<file path="src/rtl/sha_math_core_par.sv">
// SHA-256 compression core, ROUNDS_PER_CYCLE rounds per clock, chaining H across jobs.
// A job starts from the built-in IV, an external IV or the previous digest, and can be aborted while rounds run.
module sha_math_core_par #(
  parameter int ROUNDS_PER_CYCLE = 1
) (
  input  logic         clk,
  input  logic         reset_n,
  input  logic         first_state,
  input  logic         next_state,
  input  logic         use_std_iv,
  input  logic [255:0] initial_state,
  input  logic [511:0] message_block,
  input  logic         abort,
  output logic         status,
  output logic [255:0] block_digester,
  output logic         valid_block
);

  if (!(ROUNDS_PER_CYCLE == 1 || ROUNDS_PER_CYCLE == 2 ||
        ROUNDS_PER_CYCLE == 4 || ROUNDS_PER_CYCLE == 8)) begin : g_bad_rounds
    $error("sha_math_core_par: ROUNDS_PER_CYCLE must be 1, 2, 4 or 8");
  end

  typedef enum logic [1:0] {ST_IDLE = 2'd0, ST_ROUNDS = 2'd1, ST_FINAL = 2'd2} state_t;

  localparam logic [6:0] R_STEP = 7'(ROUNDS_PER_CYCLE);

  // Index 0 holds H0; matches the initial_state word order.
  localparam logic [7:0][31:0] STD_IV = {
    32'h5be0cd19, 32'h1f83d9ab, 32'h9b05688c, 32'h510e527f,
    32'ha54ff53a, 32'h3c6ef372, 32'hbb67ae85, 32'h6a09e667};

  localparam logic [0:63][31:0] K_TAB = {
    32'h428a2f98, 32'h71374491, 32'hb5c0fbcf, 32'he9b5dba5, 32'h3956c25b, 32'h59f111f1, 32'h923f82a4, 32'hab1c5ed5,
    32'hd807aa98, 32'h12835b01, 32'h243185be, 32'h550c7dc3, 32'h72be5d74, 32'h80deb1fe, 32'h9bdc06a7, 32'hc19bf174,
    32'he49b69c1, 32'hefbe4786, 32'h0fc19dc6, 32'h240ca1cc, 32'h2de92c6f, 32'h4a7484aa, 32'h5cb0a9dc, 32'h76f988da,
    32'h983e5152, 32'ha831c66d, 32'hb00327c8, 32'hbf597fc7, 32'hc6e00bf3, 32'hd5a79147, 32'h06ca6351, 32'h14292967,
    32'h27b70a85, 32'h2e1b2138, 32'h4d2c6dfc, 32'h53380d13, 32'h650a7354, 32'h766a0abb, 32'h81c2c92e, 32'h92722c85,
    32'ha2bfe8a1, 32'ha81a664b, 32'hc24b8b70, 32'hc76c51a3, 32'hd192e819, 32'hd6990624, 32'hf40e3585, 32'h106aa070,
    32'h19a4c116, 32'h1e376c08, 32'h2748774c, 32'h34b0bcb5, 32'h391c0cb3, 32'h4ed8aa4a, 32'h5b9cca4f, 32'h682e6ff3,
    32'h748f82ee, 32'h78a5636f, 32'h84c87814, 32'h8cc70208, 32'h90befffa, 32'ha4506ceb, 32'hbef9a3f7, 32'hc67178f2};

  function automatic logic [31:0] big_sigma0(input logic [31:0] x);
    return {x[1:0], x[31:2]} ^ {x[12:0], x[31:13]} ^ {x[21:0], x[31:22]};
  endfunction

  function automatic logic [31:0] big_sigma1(input logic [31:0] x);
    return {x[5:0], x[31:6]} ^ {x[10:0], x[31:11]} ^ {x[24:0], x[31:25]};
  endfunction

  function automatic logic [31:0] small_sigma0(input logic [31:0] x);
    return {x[6:0], x[31:7]} ^ {x[17:0], x[31:18]} ^ {3'b000, x[31:3]};
  endfunction

  function automatic logic [31:0] small_sigma1(input logic [31:0] x);
    return {x[16:0], x[31:17]} ^ {x[18:0], x[31:19]} ^ {10'b0000000000, x[31:10]};
  endfunction

  function automatic logic [31:0] ch(input logic [31:0] e, input logic [31:0] f, input logic [31:0] g);
    return (e & f) ^ (~e & g);
  endfunction

  function automatic logic [31:0] maj(input logic [31:0] a, input logic [31:0] b, input logic [31:0] c);
    return (a & b) ^ (a & c) ^ (b & c);
  endfunction

  state_t            state_r, state_nxt_s;
  logic [7:0][31:0]  h_r, work_r, work_s, chain_s, h_sum_s;
  logic [15:0][31:0] win_r, win_s, msg_s;
  logic [6:0]        cnt_r;
  logic [255:0]      digest_r, digest_s;
  logic              status_r, valid_r, start_s, last_s;
  logic [31:0]       t1_s, t2_s, new_w_s;
  logic [5:0]        idx_s;

  // Start-time chain value, message unpacking and the final feed-forward sum.
  always_comb begin
    chain_s  = h_r;
    msg_s    = 512'd0;
    digest_s = 256'd0;
    if (first_state) begin
      if (use_std_iv) chain_s = STD_IV;
      else            chain_s = initial_state;
    end else begin
      chain_s = h_r;
    end
    for (int i = 0; i < 16; i++) msg_s[i] = message_block[511-32*i -: 32];
    for (int i = 0; i < 8; i++) begin
      h_sum_s[i] = h_r[i] + work_r[i];
      digest_s[255-32*i -: 32] = h_sum_s[i];
    end
  end

  // Unrolled rounds; the 16-word window yields W[t] at slot 0 and extends W on the fly.
  always_comb begin
    work_s  = work_r;
    win_s   = win_r;
    t1_s    = 32'd0;
    t2_s    = 32'd0;
    new_w_s = 32'd0;
    idx_s   = cnt_r[5:0];
    for (int i = 0; i < ROUNDS_PER_CYCLE; i++) begin
      idx_s   = cnt_r[5:0] + 6'(i);
      t1_s    = work_s[7] + big_sigma1(work_s[4]) + ch(work_s[4], work_s[5], work_s[6]) +
                K_TAB[idx_s] + win_s[0];
      t2_s    = big_sigma0(work_s[0]) + maj(work_s[0], work_s[1], work_s[2]);
      new_w_s = small_sigma1(win_s[14]) + win_s[9] + small_sigma0(win_s[1]) + win_s[0];
      work_s  = {work_s[6:4], work_s[3] + t1_s, work_s[2:0], t1_s + t2_s};
      win_s   = {new_w_s, win_s[15:1]};
    end
  end

  // Next-state logic.
  always_comb begin
    state_nxt_s = state_r;
    start_s     = 1'b0;
    last_s      = ((cnt_r + R_STEP) == 7'd64);
    case (state_r)
      ST_IDLE: begin
        if (first_state || next_state) begin
          start_s     = 1'b1;
          state_nxt_s = ST_ROUNDS;
        end else begin
          state_nxt_s = ST_IDLE;
        end
      end
      ST_ROUNDS: begin
        if (abort)       state_nxt_s = ST_IDLE;
        else if (last_s) state_nxt_s = ST_FINAL;
        else             state_nxt_s = ST_ROUNDS;
      end
      ST_FINAL: state_nxt_s = ST_IDLE;
      default:  state_nxt_s = ST_IDLE;
    endcase
  end

  // State register.
  always_ff @(posedge clk) begin
    if (!reset_n) state_r <= ST_IDLE;
    else          state_r <= state_nxt_s;
  end

  // Datapath and registered outputs.
  always_ff @(posedge clk) begin
    if (!reset_n) begin
      h_r      <= 256'd0;
      work_r   <= 256'd0;
      win_r    <= 512'd0;
      cnt_r    <= 7'd0;
      digest_r <= 256'd0;
      status_r <= 1'b1;
      valid_r  <= 1'b0;
    end else begin
      case (state_r)
        ST_IDLE: begin
          if (start_s) begin
            win_r    <= msg_s;
            work_r   <= chain_s;
            h_r      <= chain_s;
            cnt_r    <= 7'd0;
            valid_r  <= 1'b0;
            status_r <= 1'b0;
          end
        end
        ST_ROUNDS: begin
          if (abort) begin
            status_r <= 1'b1;
          end else begin
            work_r <= work_s;
            win_r  <= win_s;
            cnt_r  <= cnt_r + R_STEP;
          end
        end
        ST_FINAL: begin
          h_r      <= h_sum_s;
          digest_r <= digest_s;
          valid_r  <= 1'b1;
          status_r <= 1'b1;
        end
        default: status_r <= 1'b1;
      endcase
    end
  end

  assign status         = status_r;
  assign valid_block    = valid_r;
  assign block_digester = digest_r;

endmodule

</file>
<file path="config.mk">
export PLATFORM = sky130hd
export DESIGN_NAME = sha_math_core_par
export DESIGN_NICKNAME = d
export VERILOG_FILES = /design/src/rtl/sha_math_core_par.sv
export SDC_FILE = /design/constraint.sdc
export NUM_CORES = 2
export LEC_CHECK = 0
export CAP_MARGIN = 20
export CORE_UTILIZATION = 50
export CTS_BUF_LIST = sky130_fd_sc_hd__clkbuf_16
export DETAILED_ROUTE_END_ITERATION = 8
export HOLD_SLACK_MARGIN = 0.08
export PLACE_DENSITY = 0.79
export SLEW_MARGIN = 40
export SYNTH_ARGS = -nofsm -noshare
export SYNTH_HDL_FRONTEND = slang
export SYNTH_SLANG_ARGS = --single-unit
</file>
<file path="constraint.sdc">
create_clock -name clk -period 21.4 [get_ports clk]
set_input_delay 4.28 -clock clk [delete_from_list [all_inputs] [get_ports clk]]
set_output_delay 4.28 -clock clk [all_outputs]
set_load 0.02 [all_outputs]
</file>
==> flow_metrics.py <==
metrics = {
    "critical_path": {
        "critPathKind": "reg -> reg",
        "cp_max_fo": 36,
        "worst_path_max_delay_cell": "ha_1",
        "startpoint_type": "flop",
        "cp_top_family": "compound AO/OA/AOI/OAI gates",
        "critPathMostFrequentCell": "inv_1",
        "max_stage_delay_ps": 810,
        "critical_path_buf_inv_count": 5,
        "arrival_ps": 10150,
        "critPathCaptureType": "flop",
        "required_ps": 22080,
    },
    "pwr": {
        "vdd_drop_max_mv": 0.359,
        "cellLeakagePower_nw": 40.9,
        "p_per_area_nw_per_um2": 201,
    },
    "synth": {
        "syn_inst": 11000,
        "synth-compound-area-share_pct": 26.9,
        "yosys.area_share.xor_xnor_pct": 5.43,
        "synthArstFlopShare_pct": 0,
        "synth_edf_count": 0,
        "synth_seq_cells": 1291,
        "muxShareOfSynthArea_pct": 0.915,
        "synth_top_family_by_area": "compound AO/OA/AOI/OAI gates",
        "synth_nets": 12400,
        "synth_top_area_share_pct": 31.0,
        "synth_simple_gate_area_share_pct": 18.8,
        "syn_avg_cell_area_um2": 7.59,
        "synth_flop_cell": "dfxtp_1",
        "synth_seq_area_share_pct": 31.0,
        "synth_fa_ha_area_share_pct": 10.6,
        "synth_area_leaders": "dfxtp_1, nand2_1, nor2_1",
        "synth_area_leader_cell": "dfxtp_1",
        "yosysWarnings": 0,
        "synth_cell_types": 107,
        "syn_area_um2": 83400,
    },
    "clock_network": {
        "cts_root_buf": "clkbuf_16",
        "cts.htree.levels": 4,
        "cts_tree": "yes",
        "clock-sinks": 1291,
        "post_cts_buffers": 0,
        "holdBufCountCts": 0,
        "cts-buffers-inserted": 146,
        "clkSlewWorstSetupHoldPaths_ps": 70,
        "clk_path_buf_depth": 3,
        "cts_resized": 0,
        "clk_latency_ps": 840,
    },
    "final_layout": {
        "drive_gt1_share_pct": 3.99,
        "final_cell_mix": "nand2_1, nor2_1, dfxtp_1",
        "syn_to_final_growth_pct": 19.1,
        "layout_commonest_cell": "nand2_1",
        "n_fill_cell": 15000,
        "num-nets-final": 12700,
    },
    "sta": {
        "slew_headroom_pct": 36.3,
        "hold_viol": 0,
        "period_share_pct": 44.2,
        "final-setup-viol-count": 0,
        "rsz0062_at_grt": "no",
        "maxSlewViolCount": 0,
        "period_needed_ps": 9470,
        "fin_ws_ps": 11930,
        "fin_skew_ps": 71.2,
        "worst_slew_pin_slew_ps": 956,
        "fmax_ghz": 0.106,
        "tns_ps": 0,
    },
    "floorplan": {
        "fp.dieH_um": 410,
        "die_area_um2": 168000,
        "rows": 149,
        "core_um2": 165000,
        "start_util_pct": 50.4,
        "die_x_um": 410,
        "ioPinCount": 1032,
    },
    "global_routing": {
        "grt_max_degree": 258,
        "grt_use_total_pct": 42.7,
        "grt_pass1_vias": 81700,
        "grt_pass1_wl_um": 540000,
        "globalRouteOverflowTotal": 0,
        "grt_antenna_before_repair": 46,
    },
    "detailed_routing": {
        "wl_um": 376000,
        "drtAntennaViolNets": 0,
        "dr.pass1.iters": 9,
        "drt_iter0_markers": 11500,
        "vias": 88200,
        "via_per_inst": 6.43,
        "drc_errors": 125,
        "wl_per_cell_um": 27.4,
    },
    "placement": {
        "dp_slack_ps": 12180,
        "dp_hpwl_um": 279000,
        "portBuffers": 1031,
        "place.gp.congestion": 1.03,
    },
    "outcome": {
        "status": "finished with violations",
        "violations": "design-rule violations",
    },
    "min_path": {
        "hold_path_class": "reg -> reg",
    },
    "run": {
        "drv_cap": 0,
    },
}
-- kinds of logic (layout without fill, tap and decap cells) --
group,after synthesis,after routing
AND/OR/NAND/NOR,3756,3756
adder cells (fa/ha/maj),592,592
flip-flops,1291,1291
other,0,30
buffers and inverters,1410,1914
AO/OA/AOI/OAI,3365,3365
XOR/XNOR,515,515
multiplexers,67,67
-- final timing paths --
check                                    startpoint             endpoint  slack (ps)  cells past startpoint
worst max-delay path                       cnt_r[0]           work_r[28]       11930                     31
worst max register to register             cnt_r[0]           work_r[28]       11930                     31
worst min register to register  block_digester[175]  block_digester[175]         450                      2
worst min-delay path            block_digester[175]  block_digester[175]         450                      2
-- where the power goes --
| part | internal, mW | switching, mW | total, mW |
|---|---|---|---|
| Combinational | 5.38 | 8.87 | 14.2 |
| Sequential | 2.68 | 0.434 | 3.11 |
| Clock | 1.43 | 1.13 | 2.56 |
-- cells in the mapped netlist, types with 26 or more instances --
| master | number |
|---|---|
| o211ai_1 | 159 |
| nor3_1 | 231 |
| a221oi_1 | 35 |
| a31oi_1 | 83 |
| nor2_1 | 1432 |
| a21oi_1 | 882 |
| o21ai_1 | 31 |
| clkbuf_1 | 828 |
| o21a_1 | 97 |
| nand2_1 | 1599 |
| buf_1 | 64 |
| ha_1 | 393 |
| and2_1 | 35 |
| a311oi_1 | 471 |
| nand3_1 | 119 |
| a22oi_1 | 94 |
| mux2_2 | 34 |
| a21o_1 | 221 |
| fa_1 | 195 |
| xor2_1 | 192 |
| o221ai_1 | 35 |
| o22ai_1 | 144 |
| or2_2 | 31 |
| nand4_1 | 30 |
| inv_1 | 505 |
| and3_1 | 35 |
| o31ai_1 | 31 |
| nor2b_1 | 49 |
| o21bai_1 | 50 |
| nand2b_1 | 46 |
| nand3b_1 | 26 |
| mux2i_1 | 29 |
| o21ai_0 | 552 |
| or3_1 | 41 |
| a211oi_1 | 278 |
| xnor2_1 | 321 |
| dfxtp_1 | 1291 |
-- metal layers --
metal  global-route usage, %  vias to the layer above  routed length [um]
met1                    54.6                    42000              143000
met4                    27.8                       26               27300
met2                    64.6                     5562              163000
li1                        -                    39500                   -
met3                    9.49                     1076               43700
met5                       0                        -                 183
-- stage by stage --
step | hold slack (ps) | utilization (%) | power (mW) | area (um^2) | instances
finish | 453 | 60.1 | 19.9 | 99300 | 13700
global placement | 443 | 56.9 | 16.8 | 94000 | 13400
global route | 468 | 60.1 | 21.2 | 99300 | 13700
CTS | 455 | 59.9 | 19.6 | 99000 | 13700
detailed placement | 447 | 57.0 | 17.0 | 94200 | 13400
floorplan | 440 | - | 12.8 | 83400 | 11000
-- tightest hold or removal path: cells and delay by family (launching register included) --
family,cells,cell delay (ps)
AO/OA/AOI/OAI,1,50
AND/OR/NAND/NOR,1,50
flip-flops,1,310
-- cell type report --
| class | instances | area [um^2] | share of cell area (%) |
|---|---|---|---|
| tap | 2189 | 2740 | 2.76 |
| multi-input combinational | 8295 | 52400 | 52.7 |
| inverter | 509 | 1930 | 1.94 |
| sequential | 1291 | 25900 | 26.0 |
| antenna | 30 | 75.1 | 0.0756 |
| clock buffer | 149 | 3730 | 3.75 |
| clock inverter | 114 | 1030 | 1.04 |
| timing repair buffer | 1142 | 11600 | 11.7 |
-- flip-flops by register name, indices dropped and copies added, names as in the netlist --
register        flops
win_r             512
block_digester    256
h_r               256
work_r            256
cnt_r               7
state_r             2
status              1
valid_block         1
Power figures use the tool's default switching activity.
